$ cat config.mk
export PLATFORM = sky130hd
export DESIGN_NAME = audio_pwm_mc
export DESIGN_NICKNAME = d
export VERILOG_FILES = /design/src/rtl/audio_pwm_mc_pkg.sv /design/src/rtl/audio_pwm_mc_sync_fifo.sv /design/src/rtl/audio_pwm_mc.sv
export SDC_FILE = /design/constraint.sdc
export NUM_CORES = 1
export LEC_CHECK = 0
export BUFFER_PORTS_ARGS = -buffer_cell sky130_fd_sc_hd__buf_2
export CAP_MARGIN = 0
export CORE_MARGIN = 10
export CORE_UTILIZATION = 30
export DETAILED_ROUTE_END_ITERATION = 12
export HOLD_SLACK_MARGIN = 0.05
export PLACE_DENSITY = 0.5
export RECOVER_POWER = 25
export SLEW_MARGIN = 20
export SYNTH_ARGS = -nofsm -noshare
export SYNTH_HDL_FRONTEND = slang
export SYNTH_SLANG_ARGS = --single-unit
$ cat constraint.sdc
create_clock -name clk -period 3.2 [get_ports clk]
set_clock_uncertainty 0.1 [all_clocks]
set_input_delay 0.16 -clock clk [delete_from_list [all_inputs] [get_ports clk]]
set_output_delay 0.16 -clock clk [all_outputs]
set_load 0.03 [all_outputs]
$ cat src/rtl/audio_pwm_mc_pkg.sv
// Shared constants and types for the audio_pwm_mc peripheral.
package audio_pkg;

  // Default configuration
  localparam int unsigned DEF_NUM_CH     = 2;
  localparam int unsigned DEF_SAMPLE_W   = 8;
  localparam int unsigned DEF_FIFO_DEPTH = 16;
  localparam int unsigned DEF_LOW_WM     = 4;
  localparam int unsigned DEF_DIV_W      = 16;

  // Register word offsets
  localparam logic [1:0] CTRL_OFS   = 2'd0;
  localparam logic [1:0] DIV_OFS    = 2'd1;
  localparam logic [1:0] STATUS_OFS = 2'd2;
  localparam logic [1:0] DATA_OFS   = 2'd3;

  // CTRL bit positions
  localparam int unsigned CTRL_EN_BIT     = 0;
  localparam int unsigned CTRL_IRQ_EN_BIT = 1;
  localparam int unsigned CTRL_FLUSH_BIT  = 2;

  // STATUS bit positions
  localparam int unsigned ST_LEVEL_LSB    = 0;
  localparam int unsigned ST_EMPTY_BIT    = 8;
  localparam int unsigned ST_FULL_BIT     = 9;
  localparam int unsigned ST_UNDERRUN_BIT = 10;
  localparam int unsigned ST_OVERFLOW_BIT = 11;
  localparam int unsigned ST_IDX_LSB      = 12;

  // One sample per channel, channel 0 in the low bits
  typedef logic [DEF_NUM_CH-1:0][DEF_SAMPLE_W-1:0] frame_t;

endpackage

$ cat src/rtl/audio_pwm_mc_sync_fifo.sv
// Synchronous frame FIFO with flush; flush overrides push and pop.
module sync_fifo #(
  parameter int unsigned WIDTH = 16,
  parameter int unsigned DEPTH = 16,
  localparam int unsigned AW   = $clog2(DEPTH),
  localparam int unsigned LW   = AW + 1
) (
  input  logic             clk,
  input  logic             rst_n,
  input  logic             push,
  input  logic             pop,
  input  logic             flush,
  input  logic [WIDTH-1:0] wdata,
  output logic [WIDTH-1:0] rdata_c,
  output logic             full_c,
  output logic             empty_c,
  output logic [LW-1:0]    level
);

  logic [WIDTH-1:0] mem [DEPTH];
  logic [AW-1:0]    wr_ptr;
  logic [AW-1:0]    rd_ptr;
  logic             do_push;
  logic             do_pop;

  // Qualify requests: a push on full is accepted only alongside a pop
  always_comb begin
    full_c  = (level == LW'(DEPTH));
    empty_c = (level == '0);
    do_pop  = pop && !empty_c && !flush;
    do_push = push && (!full_c || do_pop) && !flush;
    rdata_c = mem[rd_ptr];
  end

  // Storage array, no reset needed
  always_ff @(posedge clk) begin
    if (do_push) mem[wr_ptr] <= wdata;
  end

  // Pointers and occupancy
  always_ff @(posedge clk) begin
    if (!rst_n || flush) begin
      wr_ptr <= '0;
      rd_ptr <= '0;
      level  <= '0;
    end else begin
      if (do_push) wr_ptr <= wr_ptr + AW'(1);
      if (do_pop)  rd_ptr <= rd_ptr + AW'(1);
      case ({do_push, do_pop})
        2'b10:   level <= level + LW'(1);
        2'b01:   level <= level - LW'(1);
        default: level <= level;
      endcase
    end
  end

endmodule

$ cat src/rtl/audio_pwm_mc.sv
// Multi-channel audio PWM peripheral: register file, frame staging,
// sample-rate divider, frame FIFO, per-channel PWM and watermark irq.
// Build option: AUDIO_PWM_SIGMA_DELTA_EN swaps the PWM compare for a
// first-order sigma-delta modulator on each channel.
module audio_pwm_mc
  import audio_pkg::*;
#(
  parameter int unsigned NUM_CH     = DEF_NUM_CH,
  parameter int unsigned SAMPLE_W   = DEF_SAMPLE_W,
  parameter int unsigned FIFO_DEPTH = DEF_FIFO_DEPTH,
  parameter int unsigned LOW_WM     = DEF_LOW_WM,
  parameter int unsigned DIV_W      = DEF_DIV_W
) (
  input  logic              clk,
  input  logic              rst_n,
  input  logic              we_i,
  input  logic [1:0]        addr_i,
  input  logic [31:0]       wdata_i,
  output logic [31:0]       rdata_o,
  output logic [NUM_CH-1:0] pwm_o,
  output logic              irq_o
);

  localparam int unsigned FRAME_W = NUM_CH * SAMPLE_W;
  localparam int unsigned LVL_W   = $clog2(FIFO_DEPTH) + 1;

  typedef logic [NUM_CH-1:0][SAMPLE_W-1:0] ch_frame_t;

  logic             enable;
  logic             irq_en;
  logic [DIV_W-1:0] div_q;
  logic [DIV_W-1:0] div_cnt;
  logic             underrun;
  logic             overflow;
  logic [2:0]       idx;
  ch_frame_t        staging;
  ch_frame_t        pending;
  ch_frame_t        duty;
  ch_frame_t        push_frame;
  ch_frame_t        head_frame;
  logic [SAMPLE_W-1:0] pwm_cnt;

  logic wr_ctrl, wr_div, wr_status, wr_data;
  logic flush, frame_done, tick, pop_req, pop_eff, wrap;
  logic underrun_set, overflow_set;
  logic fifo_full, fifo_empty;
  logic [LVL_W-1:0]   level;
  logic [FRAME_W-1:0] fifo_rdata;
  logic [31:0]        status_word;
  logic               unused_wdata;

  assign unused_wdata = ^wdata_i;

  // Write decode, frame assembly and playback event detection
  always_comb begin
    wr_ctrl    = we_i && (addr_i == CTRL_OFS);
    wr_div     = we_i && (addr_i == DIV_OFS);
    wr_status  = we_i && (addr_i == STATUS_OFS);
    wr_data    = we_i && (addr_i == DATA_OFS);
    flush      = wr_ctrl && wdata_i[CTRL_FLUSH_BIT];
    frame_done = wr_data && (idx == 3'(NUM_CH - 1));
    push_frame = staging;
    for (int unsigned c = 0; c < NUM_CH; c++) begin
      if (idx == 3'(c)) push_frame[c] = wdata_i[SAMPLE_W-1:0];
    end
    head_frame   = fifo_rdata;
    tick         = enable && (div_cnt == div_q);
    pop_req      = tick && !flush;
    pop_eff      = pop_req && !fifo_empty;
    underrun_set = pop_req && fifo_empty;
    overflow_set = frame_done && fifo_full && !pop_eff;
    wrap         = enable && (pwm_cnt == '1);
  end

  sync_fifo #(
    .WIDTH (FRAME_W),
    .DEPTH (FIFO_DEPTH)
  ) u_fifo (
    .clk     (clk),
    .rst_n   (rst_n),
    .push    (frame_done),
    .pop     (pop_req),
    .flush   (flush),
    .wdata   (push_frame),
    .rdata_c (fifo_rdata),
    .full_c  (fifo_full),
    .empty_c (fifo_empty),
    .level   (level)
  );

  // Control registers, staging, sticky flags, divider and PWM timebase
  always_ff @(posedge clk) begin
    if (!rst_n) begin
      enable   <= 1'b0;
      irq_en   <= 1'b0;
      div_q    <= '0;
      div_cnt  <= '0;
      underrun <= 1'b0;
      overflow <= 1'b0;
      idx      <= '0;
      staging  <= '0;
      pending  <= '0;
      duty     <= '0;
      pwm_cnt  <= '0;
      irq_o    <= 1'b0;
    end else begin
      if (wr_ctrl) begin
        enable <= wdata_i[CTRL_EN_BIT];
        irq_en <= wdata_i[CTRL_IRQ_EN_BIT];
      end
      if (wr_div) div_q <= wdata_i[DIV_W-1:0];
      if (flush) begin
        idx <= '0;
      end else if (wr_data) begin
        staging <= push_frame;
        idx     <= frame_done ? 3'd0 : idx + 3'd1;
      end
      underrun <= underrun_set ||
                  (underrun && !(wr_status && wdata_i[ST_UNDERRUN_BIT]));
      overflow <= overflow_set ||
                  (overflow && !(wr_status && wdata_i[ST_OVERFLOW_BIT]));
      if (!enable)  div_cnt <= '0;
      else if (tick) div_cnt <= '0;
      else           div_cnt <= div_cnt + DIV_W'(1);
      if (pop_eff) pending <= head_frame;
      pwm_cnt <= enable ? pwm_cnt + SAMPLE_W'(1) : '0;
      if (wrap) duty <= pending;
      irq_o <= irq_en && (level <= LVL_W'(LOW_WM));
    end
  end

`ifdef AUDIO_PWM_SIGMA_DELTA_EN
  logic [NUM_CH-1:0][SAMPLE_W:0] acc;

  // First-order sigma-delta per channel; the carry drives the output
  always_ff @(posedge clk) begin
    if (!rst_n) begin
      acc   <= '0;
      pwm_o <= '0;
    end else begin
      for (int unsigned c = 0; c < NUM_CH; c++) begin
        if (enable) begin
          acc[c]   <= {1'b0, acc[c][SAMPLE_W-1:0]} + {1'b0, duty[c]};
          pwm_o[c] <= acc[c][SAMPLE_W];
        end else begin
          pwm_o[c] <= 1'b0;
        end
      end
    end
  end
`else
  // PWM compare per channel against the shared counter
  always_ff @(posedge clk) begin
    if (!rst_n) begin
      pwm_o <= '0;
    end else begin
      for (int unsigned c = 0; c < NUM_CH; c++) begin
        pwm_o[c] <= enable && (pwm_cnt < duty[c]);
      end
    end
  end
`endif

  // Combinational register read mux
  always_comb begin
    status_word = '0;
    status_word[ST_LEVEL_LSB +: 8]    = 8'(level);
    status_word[ST_EMPTY_BIT]         = fifo_empty;
    status_word[ST_FULL_BIT]          = fifo_full;
    status_word[ST_UNDERRUN_BIT]      = underrun;
    status_word[ST_OVERFLOW_BIT]      = overflow;
    status_word[ST_IDX_LSB +: 3]      = idx;
    case (addr_i)
      CTRL_OFS:   rdata_o = {30'd0, irq_en, enable};
      DIV_OFS:    rdata_o = 32'(div_q);
      STATUS_OFS: rdata_o = status_word;
      default:    rdata_o = '0;
    endcase
  end

endmodule

==> summary.txt, run 1 <==
Status: finished clean
Cells after synthesis: 1,017
Post-DP HPWL: 23,600 µm
Slew Viols, Final: 0
Max Fanout on Critical Path: 4
Chip width: 246 µm
# fillers: 4,781
CTS max path bufs: 3
Synth area leaders: edfxtp_1, dfxtp_1, mux4_2
Dpl ws: 0.0853 ns
Pwr dens: 563 nW/µm²
Root Buffer Master: clkbuf_16
Leak: 6.10 nW
Nets: 1,201
H-tree depth: 2
Max Freq: 336 MHz
Mux cell area share after synthesis: 14.6%
Synth Area in Adders: 2.41%
Largest net degree at the start of global routing: 36
Antenna violations before repair: 0
Area grow syn2layout: 19.3%
Synth Area in XOR/XNOR: 2.34%
Post-synthesis simple-gate area fraction: 9.12%
Die height: 246 µm
Kind of critical path: reg2reg
Final WS setup: 0.222 ns
I/O pins: 72
Core region area: 50,400 µm²
Hold path cells: 4
Initial Utilization: 30.5%
Largest family of logic cells by synthesized area: multiplexers
Ys async rst share: 0%
Post-layout min period: 2.98 ns
Drt wl/cell: 19.8 µm
Final RePlAce weighted congestion: 0.769
Placed Area: 16,600 µm²
Worst reg2reg path endpoint: u_fifo.level[4]
Cell depth of the worst flop-to-flop path: 13
Final hold vios: 0
Post-route cell area: 18,300 µm²
TNS Setup: 0 ns
Die area: 60,600 µm²
Post-Syn Area: 15,400 µm²
DR pass1 iterations: 4
WL final: 36,400 µm
Commonest non-fill, non-tap cells in the layout: edfxtp_1, nand2_1, dfxtp_1
Clock-pin transition on the worst setup and hold timing paths: 0.06 ns
Main synth FF type: edfxtp_1
Total gr overflow: 0
Yosys warning total: 0
Layout cell share with drive strength beyond 1: 23.0%
First-pass GRT wire length: 55,500 µm
Clock Latency Late Sink: 0.57 ns
Final-report setup violation count: 0
EDFF count, synth: 256
Register area share after synthesis: 64.5%
DR top layer: met4
CP startpoint kind: flip-flop
Vias in the first global route: 8,814
#FFs+latches synth: 367
Max-Cap Viols: 0
Post-synth cell types: 57
Post-synth top area share: 50.1%
Diodes inserted: 0
Worst slew margin: 21.6%
Total power: 10.3 mW
Worst reg2reg startpoint: div_q[3]
Met3 wire len: 2000 µm
Drt drc: 0
DRT iter0 DRCs: 519
WHS Endpoint: div_q[14]
Num rows: 82
Critical path arrival: 3.32 ns
Tcrit/Tclk final: 93.1%
TritonCTS buffer count: 41
CP Capture Type: flip-flop
Avg Cell Area, Syn: 15.1 µm²
WP data required: 3.55 ns
DRT antenna net count: 0
CTS tree: yes
Compound-Gate Fraction of Synth Area: 3.67%
Worst IR Drop VDD: 0.000319 V
Gr usage total: 12.1%
Most common cell after layout, fill and taps aside: edfxtp_1
Metal2 WL: 17,100 µm
Via count: 8,525
Util after Layout: 36.4%
Num Clock Sinks: 367
Buffers on Ports: 39
Largest area contributor in the netlist: edfxtp_1
Worst Min Path Start: wdata_i[14]
Worst min-delay path class: in2reg
Vias per inst: 4.63
Flop2flop setup slack: 0.22 ns
Slew @ Worst Pin: 1.18 ns
M1 wire length: 16,500 µm
worst max path at each step:
stage / cells past startpoint / end / startpoint / slack, ns
final: 13 / u_fifo.level[4] / div_q[3] / 0.22
after detailed placement: 13 / u_fifo.level[4] / div_q[12] / 0.09
after CTS: 13 / u_fifo.level[4] / div_q[12] / 0.07
after global routing: 13 / u_fifo.level[4] / div_q[8] / -0.01
after floorplan: 6 / u_fifo.mem[3][0] / div_cnt[5] / 0.09
after global placement: 13 / u_fifo.level[4] / div_cnt[3] / 0.08
kinds of logic after synthesis:
group,after synthesis
other,1
XOR/XNOR,41
buffers and inverters,87
adder cells (fa/ha/maj),29
flip-flops,367
AND/OR/NAND/NOR,296
multiplexers,117
AO/OA/AOI/OAI,79
synthesized netlist by cell type (all sizes together) (5+ instances only):
| cell type | instances |
|---|---|
| and2 | 10 |
| xor2 | 14 |
| mux2 | 16 |
| a21o | 5 |
| nand2b | 7 |
| mux4 | 80 |
| a21boi | 33 |
| inv | 25 |
| nor4 | 5 |
| nand3 | 35 |
| mux2i | 21 |
| xnor2 | 27 |
| nor2b | 24 |
| edfxtp | 256 |
| buf | 40 |
| nand4 | 7 |
| a21oi | 12 |
| clkbuf | 21 |
| nor2 | 52 |
| and3 | 13 |
| dfxtp | 111 |
| nor3 | 9 |
| nand2 | 126 |
| o21ai | 11 |
| ha | 28 |
| a22o | 10 |
state kept, by name, indices dropped and copies added, names as in the netlist:
signal / count
u_fifo.mem: 256
div_cnt: 16
div_q: 16
duty: 16
pending: 16
staging: 16
pwm_cnt: 8
u_fifo.level: 5
u_fifo.rd_ptr: 4
u_fifo.wr_ptr: 4
idx: 3
pwm_o: 2
enable: 1
irq_en: 1
irq_o: 1
overflow: 1
underrun: 1
worst max-delay path, cell delays in order (launching register included):
cell,delay (ns)
dfxtp_1,0.34
xnor2_1,0.27
nand4_1,0.15
nor4_2,0.47
o2bb2ai_2,0.17
inv_2,0.05
ha_2,0.19
ha_1,0.30
nor2b_1,0.15
o21ai_0,0.21
a21oi_1,0.11
nor3_2,0.17
xnor2_1,0.13
nor2_1,0.05
layout make-up:
cell class,count,area (µm²),share of cell area (%)
Sequential cell,367,9910,54.1
Multi-Input combinational cell,578,5120,27.9
Clock buffer,52,1100,6.03
Timing Repair Buffer,122,942,5.14
Tap cell,672,841,4.59
Clock inverter,24,309,1.69
Inverter,25,93.8,0.512
report_power, final:
group / internal [mW] / switching [mW]
Sequential: 5.09 / 0.0122
Clock: 3.02 / 1.91
Combinational: 0.0888 / 0.194
Total: 8.20 / 2.12
through the flow:
stage / hold WS (ns) / cells
after floorplan: 0.195 / 1032
after global placement: 0.308 / 1742
after detailed placement: 0.310 / 1742
after CTS: 0.265 / 1839
after global routing: 0.320 / 1840
final: 0.307 / 1840
routing by layer:
layer  track usage (%)  vias up
met1              16.0     4290
met2              19.3      175
met4              4.01        0
met5                 0        -
li1                  -     4012
met3              2.54       48
what timing repair did:
item / in CTS / in global routing
endpoints found under the setup margin: 0 / 1
hold buffers: 21 / 0
gates resized for setup: 0 / 11
endpoints found under the hold margin: 47 / 0
setup buffers: 0 / 1
(Power assumes the default switching activity.)
==> run 2, diff against run 1 <==
--- a/config.mk
+++ b/config.mk
@@ -9,6 +9,7 @@
 export CAP_MARGIN = 0
 export CORE_MARGIN = 10
 export CORE_UTILIZATION = 30
+export CTS_BUF_LIST = sky130_fd_sc_hd__clkbuf_4
 export DETAILED_ROUTE_END_ITERATION = 12
 export HOLD_SLACK_MARGIN = 0.05
 export PLACE_DENSITY = 0.5
==> run 2 against run 1 <==
Clock-buffer cell count is 99 higher. Critical path type unchanged. Register-to-register slack lost 0.04 ns. Setup slack lost 0.044 ns. First-iteration DRC count is 16% lower.
==> summary.txt, run 2 (synthesis results as in run 1) <==
Critical path arrival: 3.60 ns
Initial Utilization: 30.5%
DRT iter0 DRCs: 437
Area of the multi-input gates: 5120 µm²
TritonCTS buffer count: 99
Post-route cell area: 18,400 µm²
CTS tree: yes
Core region area: 50,400 µm²
First-pass GRT wire length: 56,800 µm
Num Clock Sinks: 367
Kind of critical path: reg2reg
Nets: 1,286
Post-DP HPWL: 23,600 µm
Vias per inst: 4.59
Worst path max stage delay: 0.40 ns
Clock Latency Late Sink: 0.80 ns
Largest net degree at the start of global routing: 36
Critical Path, Cell by Cell: xnor2_2 -> nand4_1 -> nor4_4 -> and2_4 -> ha_2 -> inv_1 -> fa_1 -> nor2b_1 -> o21ai_0 -> and3_1 -> nor3_2 -> xnor2_1 -> nor2_1
Max reg flops: 256
Most flops, register: u_fifo.mem
Max Fanout on Critical Path: 4
Drt drc: 0
Layout cell share with drive strength beyond 1: 28.4%
Slew @ Worst Pin: 1.17 ns
Status: finished clean
Gr usage total: 12.4%
Buffers on Ports: 39
Clock-pin transition on the worst setup and hold timing paths: 0.06 ns
I/O pins: 72
# fillers: 4,836
Storage cell area: 9920 µm²
Pwr dens: 514 nW/µm²
CP startpoint kind: flip-flop
WL final: 37,000 µm
Die area: 60,600 µm²
Placed cells: 1,742
Tcrit/Tclk final: 94.4%
DRT antenna net count: 0
Slew Viols, Final: 0
Final std cells w/o fill: 1,961
Worst slew margin: 22.2%
Final-report setup violation count: 0
Final RePlAce weighted congestion: 0.769
Drt wl/cell: 18.9 µm
Max-Cap Viols: 0
Total gr overflow: 0
Root Buffer Master: clkbuf_4
Commonest non-fill, non-tap cells in the layout: edfxtp_1, clkbuf_4, nand2_1
CTS max path bufs: 3
Die height: 246 µm
Vias in the first global route: 9,350
Antenna violations before repair: 2
CP Capture Type: flip-flop
Max Freq: 331 MHz
Final hold vios: 0
Most common cell after layout, fill and taps aside: edfxtp_1
Leak: 6.27 nW
Util after Layout: 36.6%
Chip width: 246 µm
DR pass1 iterations: 5
WP data required: 3.78 ns
Worst hold slack: 0.134 ns
H-tree depth: 3
Worst min-delay path class: in2reg
Post-layout min period: 3.02 ns
Worst IR Drop VDD: 0.000220 V
Placed Area: 16,600 µm²
Area grow syn2layout: 20.0%
Via count: 8,995
Crit-path slowest cell: nor4_4
Num rows: 82
-- run 2: cell count changes in the layout (fill, tap and decap cells not counted), moves of 2 or more --
cell / before / now
clkinv_1: 7 / 9
dlygate4sd3_1: 21 / 48
clkbuf_16: 41 / 0
clkbuf_1: 13 / 7
inv_2: 1 / 3
clkinv_2: 7 / 0
bufinv_16: 7 / 1
clkinvlp_4: 0 / 2
diode_2: 0 / 4
a21boi_0: 31 / 26
clkbuf_4: 2 / 151
clkbuf_8: 3 / 0
a21boi_1: 1 / 6
-- run 2: repair_timing --
action | 4_1_cts | 5_1_grt
gates resized for setup | 0 | 13
hold buffers | 48 | 0
endpoints found under the setup margin | 0 | 1
setup buffers | 0 | 1
hold endpoints to repair | 325 | 0
-- run 2: worst max-delay path, delay by kind of cell (launching register included) --
kind | cells | cell delay, ns
AND/OR/NAND/NOR | 7 | 1.33
adder cells (fa/ha/maj) | 2 | 0.59
flip-flops | 1 | 0.34
XOR/XNOR | 2 | 0.34
AO/OA/AOI/OAI | 1 | 0.12
buffers and inverters | 1 | 0.08
-- run 2: layout make-up --
type	count	area share [%]
sequential	367	53.8
multi-input combinational	578	27.8
timing repair buffer	149	6.58
clock buffer	151	6.15
tap	672	4.56
clock inverter	15	0.516
inverter	25	0.509
antenna	4	0.0543
-- run 2: worst paths after layout --
path,cells past startpoint,slack [ns],to,start
worst max-delay path,13,0.18,u_fifo.level[4],div_q[5]
worst min-delay path,4,0.13,div_q[3],wdata_i[3]
worst max register to register,13,0.18,u_fifo.level[4],div_q[5]
worst min register to register,2,0.34,pending[8],pending[8]
-- run 2: power breakdown --
group | total, mW | leakage (nW) | internal [mW] | switching, mW
sequential | 5.10 | 3.23 | 5.09 | 0.0122
clock | 4.07 | 0.736 | 2.20 | 1.87
combinational | 0.302 | 2.30 | 0.104 | 0.199
total | 9.48 | 6.27 | 7.39 | 2.08
-- run 2: layer usage --
layer | up-vias | routed length (µm) | share of wire, % | GRT usage [%]
met5 | - | 0 | 0 | 0
met4 | 0 | 779 | 2.1 | 4.48
met3 | 59 | 2470 | 6.7 | 3.69
met2 | 251 | 17500 | 47 | 19.5
met1 | 4440 | 16300 | 44 | 15.9
li1 | 4245 | - | - | -
-- run 2: stage by stage --
stage	worst slack [ns]	setup TNS, ns	total power [mW]
6_report	0.178	0	9.48
4_1_cts	0.0549	0	9.64
2_1_floorplan	0.0893	0	5.38
3_3_place_gp	0.0837	0	5.46
3_5_place_dp	0.0853	0	5.46
5_1_grt	-0.0567	-0.0567	9.93
